--- config.mk ---
export PLATFORM = sky130hd
export DESIGN_NAME = cpu_boot_ctrl
export DESIGN_NICKNAME = d
export VERILOG_FILES = /design/src/rtl/cpu_boot_ctrl.sv
export SDC_FILE = /design/constraint.sdc
export NUM_CORES = 1
export LEC_CHECK = 0
export ABC_AREA = 1
export ABC_CLOCK_PERIOD_IN_PS = 4200
export CAP_MARGIN = 15
export CORE_MARGIN = 4
export CORE_UTILIZATION = 50
export DETAILED_ROUTE_END_ITERATION = 6
export PLACE_DENSITY = 0.85
export SYNTH_ARGS = -nofsm -noshare
export SYNTH_HDL_FRONTEND = slang
export SYNTH_SLANG_ARGS = --single-unit
--- constraint.sdc ---
create_clock -name clock -period 4.2 [get_ports clock]
set_clock_uncertainty 0.1 [all_clocks]
set_input_delay 1.05 -clock clock [delete_from_list [all_inputs] [get_ports clock]]
set_output_delay 1.05 -clock clock [all_outputs]
set_load 0.02 [all_outputs]
--- src/rtl/cpu_boot_ctrl.sv ---
// cpu_boot_ctrl: boot sequencer for a small CPU subsystem.
// Streams ROM_DEPTH words into the ROM write port and RAM_DEPTH words into
// the RAM write port, then runs the CPU until it halts or RUN_CYCLES elapse.
// Optional feature macro: BOOT_CHECKSUM_EN. When defined, the block keeps a
// modular sum of all loaded words and checks it against one extra word
// before letting the CPU run.
module cpu_boot_ctrl #(
  parameter int ROM_W      = 32,
  parameter int RAM_W      = 16,
  parameter int ROM_DEPTH  = 8,
  parameter int RAM_DEPTH  = 16,
  parameter int RUN_CYCLES = 30,
  parameter int CNT_W      = 16
) (
  input  logic                         clock,
  input  logic                         reset_n,
  input  logic                         start,
  input  logic                         load_valid,
  output logic                         load_ready,
  input  logic [ROM_W-1:0]             load_data,
  output logic                         rom_we,
  output logic [$clog2(ROM_DEPTH)-1:0] rom_addr,
  output logic [ROM_W-1:0]             rom_wdata,
  output logic                         ram_we,
  output logic [$clog2(RAM_DEPTH)-1:0] ram_addr,
  output logic [RAM_W-1:0]             ram_wdata,
  output logic                         cpu_run,
  input  logic                         cpu_halt,
  output logic [CNT_W-1:0]             cycle_count,
  output logic                         done,
  output logic                         timeout,
  output logic                         error
);

  localparam int ROM_AW = $clog2(ROM_DEPTH);
  localparam int RAM_AW = $clog2(RAM_DEPTH);

  localparam logic [ROM_AW-1:0] ROM_LAST  = ROM_AW'(ROM_DEPTH - 1);
  localparam logic [RAM_AW-1:0] RAM_LAST  = RAM_AW'(RAM_DEPTH - 1);
  localparam logic [CNT_W-1:0]  RUN_LIMIT = CNT_W'(RUN_CYCLES);

`ifdef BOOT_CHECKSUM_EN
  typedef enum logic [2:0] {
    S_IDLE     = 3'd0,
    S_LOAD_ROM = 3'd1,
    S_LOAD_RAM = 3'd2,
    S_CHECK    = 3'd3,
    S_RUN      = 3'd4,
    S_DONE     = 3'd5
  } state_t;
`else
  typedef enum logic [2:0] {
    S_IDLE     = 3'd0,
    S_LOAD_ROM = 3'd1,
    S_LOAD_RAM = 3'd2,
    S_RUN      = 3'd4,
    S_DONE     = 3'd5
  } state_t;
`endif

  state_t state_reg, state_next;

  logic [ROM_AW-1:0] rom_idx_reg, rom_idx_next;
  logic [RAM_AW-1:0] ram_idx_reg, ram_idx_next;

  // Write ports are registered so each accepted word appears one cycle later
  // and a reset clears any pending strobe immediately.
  logic              rom_we_reg, rom_we_next;
  logic [ROM_AW-1:0] rom_addr_reg, rom_addr_next;
  logic [ROM_W-1:0]  rom_wdata_reg, rom_wdata_next;
  logic              ram_we_reg, ram_we_next;
  logic [RAM_AW-1:0] ram_addr_reg, ram_addr_next;
  logic [RAM_W-1:0]  ram_wdata_reg, ram_wdata_next;

  logic [CNT_W-1:0]  cycle_count_reg, cycle_count_next;
  logic [CNT_W-1:0]  cycle_count_inc;
  logic              timeout_reg, timeout_next;

`ifdef BOOT_CHECKSUM_EN
  logic [ROM_W-1:0]  sum_reg, sum_next;
  logic              error_reg, error_next;
`endif

  // Saturating increment: the run counter never wraps back to zero.
  assign cycle_count_inc = (cycle_count_reg == {CNT_W{1'b1}}) ? cycle_count_reg
                                                              : cycle_count_reg + 1'b1;

  // State register.
  always_ff @(posedge clock or negedge reset_n) begin
    if (!reset_n) begin
      state_reg <= S_IDLE;
    end else begin
      state_reg <= state_next;
    end
  end

  // Datapath registers: index counters, write ports and run status.
  always_ff @(posedge clock or negedge reset_n) begin
    if (!reset_n) begin
      rom_idx_reg     <= '0;
      ram_idx_reg     <= '0;
      rom_we_reg      <= 1'b0;
      rom_addr_reg    <= '0;
      rom_wdata_reg   <= '0;
      ram_we_reg      <= 1'b0;
      ram_addr_reg    <= '0;
      ram_wdata_reg   <= '0;
      cycle_count_reg <= '0;
      timeout_reg     <= 1'b0;
`ifdef BOOT_CHECKSUM_EN
      sum_reg         <= '0;
      error_reg       <= 1'b0;
`endif
    end else begin
      rom_idx_reg     <= rom_idx_next;
      ram_idx_reg     <= ram_idx_next;
      rom_we_reg      <= rom_we_next;
      rom_addr_reg    <= rom_addr_next;
      rom_wdata_reg   <= rom_wdata_next;
      ram_we_reg      <= ram_we_next;
      ram_addr_reg    <= ram_addr_next;
      ram_wdata_reg   <= ram_wdata_next;
      cycle_count_reg <= cycle_count_next;
      timeout_reg     <= timeout_next;
`ifdef BOOT_CHECKSUM_EN
      sum_reg         <= sum_next;
      error_reg       <= error_next;
`endif
    end
  end

  // Next-state and next-datapath logic; write strobes default to idle so
  // each accepted word produces exactly one write cycle.
  always_comb begin
    state_next       = state_reg;
    rom_idx_next     = rom_idx_reg;
    ram_idx_next     = ram_idx_reg;
    rom_we_next      = 1'b0;
    rom_addr_next    = '0;
    rom_wdata_next   = '0;
    ram_we_next      = 1'b0;
    ram_addr_next    = '0;
    ram_wdata_next   = '0;
    cycle_count_next = cycle_count_reg;
    timeout_next     = timeout_reg;
`ifdef BOOT_CHECKSUM_EN
    sum_next         = sum_reg;
    error_next       = error_reg;
`endif

    case (state_reg)
      S_IDLE, S_DONE: begin
        if (start) begin
          state_next       = S_LOAD_ROM;
          rom_idx_next     = '0;
          ram_idx_next     = '0;
          cycle_count_next = '0;
          timeout_next     = 1'b0;
`ifdef BOOT_CHECKSUM_EN
          sum_next         = '0;
          error_next       = 1'b0;
`endif
        end
      end

      S_LOAD_ROM: begin
        if (load_valid) begin
          rom_we_next    = 1'b1;
          rom_addr_next  = rom_idx_reg;
          rom_wdata_next = load_data;
`ifdef BOOT_CHECKSUM_EN
          sum_next       = sum_reg + load_data;
`endif
          if (rom_idx_reg == ROM_LAST) begin
            state_next = S_LOAD_RAM;
          end else begin
            rom_idx_next = rom_idx_reg + 1'b1;
          end
        end
      end

      S_LOAD_RAM: begin
        if (load_valid) begin
          ram_we_next    = 1'b1;
          ram_addr_next  = ram_idx_reg;
          ram_wdata_next = load_data[RAM_W-1:0];
`ifdef BOOT_CHECKSUM_EN
          sum_next       = sum_reg + load_data;
`endif
          if (ram_idx_reg == RAM_LAST) begin
`ifdef BOOT_CHECKSUM_EN
            state_next = S_CHECK;
`else
            state_next = S_RUN;
`endif
          end else begin
            ram_idx_next = ram_idx_reg + 1'b1;
          end
        end
      end

`ifdef BOOT_CHECKSUM_EN
      S_CHECK: begin
        if (load_valid) begin
          if (load_data == sum_reg) begin
            state_next = S_RUN;
          end else begin
            state_next = S_DONE;
            error_next = 1'b1;
          end
        end
      end
`endif

      S_RUN: begin
        cycle_count_next = cycle_count_inc;
        // A halt on the same edge as the limit wins over the timeout.
        if (cpu_halt) begin
          state_next   = S_DONE;
          timeout_next = 1'b0;
        end else if (cycle_count_inc >= RUN_LIMIT) begin
          state_next   = S_DONE;
          timeout_next = 1'b1;
        end
      end

      default: begin
        state_next = S_IDLE;
      end
    endcase
  end

  // Status outputs decoded from the state so reset clears them at once.
`ifdef BOOT_CHECKSUM_EN
  assign load_ready = (state_reg == S_LOAD_ROM) || (state_reg == S_LOAD_RAM) ||
                      (state_reg == S_CHECK);
  assign error      = error_reg;
`else
  assign load_ready = (state_reg == S_LOAD_ROM) || (state_reg == S_LOAD_RAM);
  assign error      = 1'b0;
`endif

  assign cpu_run     = (state_reg == S_RUN);
  assign done        = (state_reg == S_DONE);
  assign timeout     = timeout_reg;
  assign cycle_count = cycle_count_reg;

  assign rom_we      = rom_we_reg;
  assign rom_addr    = rom_addr_reg;
  assign rom_wdata   = rom_wdata_reg;
  assign ram_we      = ram_we_reg;
  assign ram_addr    = ram_addr_reg;
  assign ram_wdata   = ram_wdata_reg;

endmodule
==> metrics.csv <==
stage,metric,value,unit
clock_network,path_clk_slew,0.08,ns
layout,finalNetCount,569,
status,outcome,completed,
timing,max_slew_margin,0.3150,
layout,largest_reg_flops,32,
placed_design,gpl.final_weighted_congestion,0.9445,
layout,drive_gt1_frac,0.08255,
synthesis,syn_avg_cell_area,8.777,sq um
clock_network,tritoncts.num_buffers,9,
global_route,grt_start_max_net_pins,85,
timing,finalSetupViolCount,0,
worst_setup_path,start_kind,flip-flop,
run,max_cap_violations,0,
synthesis,postSynthCellCount,414,
synthesis,unique_cell_type_count_in_the_yosys_netlist,34,
global_route,grt.overflow.total,0,
worst_setup_path,critPathMaxFanout,22,
floorplan,core,6944,sq um
floorplan,pin_count,115,
layout,insertedDiodeCount,0,
drt,dr_total_vias,3191,
worst_setup_path,critical_path_arrival,2.12,ns
synthesis,synth_fa_ha_area_frac,0.01377,
timing,timing_worst_slew_pin_value,1.027,ns
synthesis,post_synth_mux_area_share,0,
clock_network,htreeDepth,3,
floorplan,std_cell_rows,30,
synthesis,combinational_family_with_the_most_area_after_synthesis,simple AND/OR/NAND/NOR gates,
clock_network,post_cts_resized,0,
layout,layout.cells.most_common,sky130_fd_sc_hd__clkdlybuf4s50_1,
clock_network,clk-insertion-delay-late,0.35,ns
timing,rsz0062_at_grt,no,
timing,totalNegativeSetupSlack,0,ns
timing,min_clock_period_post_route,3.270,ns
clock_network,cts.sink_count,84,
timing,maxSlewViolCount,0,
synthesis,fraction_of_the_mapped_netlist_area_in_simple_logic_gates,0.2583,
clock_network,hold_buffers,0,
worst_setup_path,cp.required,3.05,ns
global_route,track_usage,0.2254,
layout,utilization,0.7238,
global_route,antenna_violations_before_repair,0,
worst_setup_path,crit_type,reg -> out,
power_and_ir_drop,irDropWorstVdd,267.1,uV
clock_network,clk_path_buf_depth,2,
hold_path,hold_path_class,reg -> reg,
synthesis,synth.ff_latch_count,84,
synthesis,syn-cell-area,3633,sq um
global_route,number_of_global_route_vias_before_repair,3170,
floorplan,initial_core_util,0.5232,
power_and_ir_drop,power_density,469.1,nW/um^2
timing,layout_setup_ws,0.9297,ns
drt,final_antenna_net_count,0,
timing,hold_viol_final,0,
synthesis,mappedNetlistNets,455,
placed_design,portBuffers,113,
drt,routed_wirelength,9.564,mm
layout,layout-area-overhead-vs-synth,38.33,%
floorplan,die_h,93.25,um
synthesis,synth-warning-count,0,
synthesis,yosys.area_share.xor_xnor,0.009642,
global_route,grt_pass1_wl,15.28,mm
placed_design,place_worst_setup_slack,1.207,ns
floorplan,die_outline_area,8695,sq um
timing,maxClockFrequency,305.8,MHz
drt,first_iter_violations,307,
synthesis,ys_seq_area_frac,0.5785,
clock_network,cts_root_buffer,sky130_fd_sc_hd__clkbuf_8,
clock_network,cts_post_setup_buffers_inserted,0,
drt,detail_route.vias_per_cell,5.073,
worst_setup_path,setup.worst_path.end_class,primary output,
synthesis,synth-compound-area-share,0.06267,
drt,detail_route.drc_violations,0,
layout,most-common-layout-cells,"sky130_fd_sc_hd__clkdlybuf4s50_1, sky130_fd_sc_hd__dfrtp_1, sky130_fd_sc_hd__nand2_1",
clock_network,clock_tree_from_tritoncts,done,
drt,drt_pre_antenna_iters,4,
power_and_ir_drop,static-leakage-power,2.377,nW
floorplan,chipWidth,93.25,um
drt,avgRoutedWirePerCell,15.21,um
timing,final_min_period_over_clock_period,0.7787,
placed_design,dp_hpwl,6.899,mm
## path summary, 6_finish.rpt
check / start / endpoint / slack, ns / cells after the start
max: state_reg[0] / load_ready / 0.93 / 5
min: timeout / timeout / 0.42 / 2
max reg2reg: cycle_count[0] / state_reg[0] / 1.77 / 12
min reg2reg: timeout / timeout / 0.42 / 2
max in group asynchronous: reset_n / rom_wdata[5] / 2.57 / 1
min in group asynchronous: reset_n / cycle_count[10] / 0.75 / 1
## logic make-up (layout without fill, tap and decap cells)
kind of cell	Yosys count	count (layout)
buf+inv	68	187
fa+ha+maj	4	4
simple gates	212	212
compound gates	41	41
flops	84	84
xor+xnor	4	4
other cells	1	1
## report_power, final
part | total (W) | leakage [nW] | switching (W) | internal (W)
Clock | 0.000585 | 0.0935 | 0.000305 | 0.000280
Combinational | 0.000781 | 1.13 | 0.000484 | 0.000297
Sequential | 0.000991 | 1.15 | 0.0000721 | 0.000919
## through the flow
stage,power (W),instances,hold WS (ns),instance area (sq um)
after floorplan,0.001434,414,0.3806,3633
after detailed placement,0.001776,613,0.3931,4827
after CTS,0.002365,629,0.4301,5026
after global placement,0.001744,613,0.4002,4827
after global routing,0.002482,629,0.4659,5026
final,0.002358,629,0.4247,5026
## per-layer routing
layer / global-route usage / vias to the layer above / wire length [um]
li1: - / 1522 / -
met1: 0.2697 / 1523 / 3769
met2: 0.3955 / 130 / 4979
met3: 0.04586 / 16 / 608
met4: 0.09035 / 0 / 206
met5: 0 / - / 0
## final cells by class
class / count / area (sq um)
Tap cell: 96 / 120.1
Inverter: 57 / 214.0
Clock inverter: 6 / 71.32
Fill cell: 494 / 1918
Sequential cell: 84 / 2102
Multi-Input combinational cell: 262 / 1255
Clock buffer: 10 / 127.6
Timing Repair Buffer: 114 / 1136
## synth_stat cells
cell type | count | area share
sky130_fd_sc_hd__o21ai_1 | 2 | 0.0028
sky130_fd_sc_hd__buf_6 | 2 | 0.0062
sky130_fd_sc_hd__a31o_2 | 1 | 0.0024
sky130_fd_sc_hd__nand2_4 | 1 | 0.0031
sky130_fd_sc_hd__nor2_2 | 6 | 0.010
sky130_fd_sc_hd__o22ai_1 | 6 | 0.010
sky130_fd_sc_hd__nand2_1 | 82 | 0.085
sky130_fd_sc_hd__nor2_1 | 74 | 0.076
sky130_fd_sc_hd__nor3_2 | 2 | 0.0055
sky130_fd_sc_hd__inv_1 | 50 | 0.052
sky130_fd_sc_hd__or2_1 | 1 | 0.0017
sky130_fd_sc_hd__dfrtp_1 | 84 | 0.58
sky130_fd_sc_hd__nor2_4 | 4 | 0.012
sky130_fd_sc_hd__clkbuf_1 | 5 | 0.0052
sky130_fd_sc_hd__a21oi_2 | 1 | 0.0024
sky130_fd_sc_hd__buf_2 | 2 | 0.0028
sky130_fd_sc_hd__o21ai_0 | 19 | 0.026
sky130_fd_sc_hd__o21bai_1 | 1 | 0.0021
sky130_fd_sc_hd__nor3b_1 | 1 | 0.0021
sky130_fd_sc_hd__o31ai_1 | 1 | 0.0021
sky130_fd_sc_hd__buf_4 | 1 | 0.0021
sky130_fd_sc_hd__conb_1 | 1 | 0.0010
sky130_fd_sc_hd__nor3_1 | 2 | 0.0028
sky130_fd_sc_hd__nand4_1 | 7 | 0.012
sky130_fd_sc_hd__buf_1 | 1 | 0.0010
sky130_fd_sc_hd__o21a_1 | 1 | 0.0021
sky130_fd_sc_hd__nand3_1 | 26 | 0.036
sky130_fd_sc_hd__nand3_2 | 1 | 0.0028
sky130_fd_sc_hd__ha_1 | 4 | 0.014
sky130_fd_sc_hd__a21oi_1 | 9 | 0.012
sky130_fd_sc_hd__xor2_1 | 4 | 0.0096
sky130_fd_sc_hd__inv_2 | 7 | 0.0072
sky130_fd_sc_hd__nand2_2 | 4 | 0.0069
sky130_fd_sc_hd__and2_1 | 1 | 0.0017
## critical path, cell delays in order (launching register included)
cell                              delay, ns
sky130_fd_sc_hd__dfrtp_1               0.45
sky130_fd_sc_hd__inv_1                 0.09
sky130_fd_sc_hd__nor3_2                0.26
sky130_fd_sc_hd__inv_2                 0.23
sky130_fd_sc_hd__nand2_1               0.12
sky130_fd_sc_hd__clkdlybuf4s50_1       0.62
No activity file was read; power rests on OpenSTA's default activity.
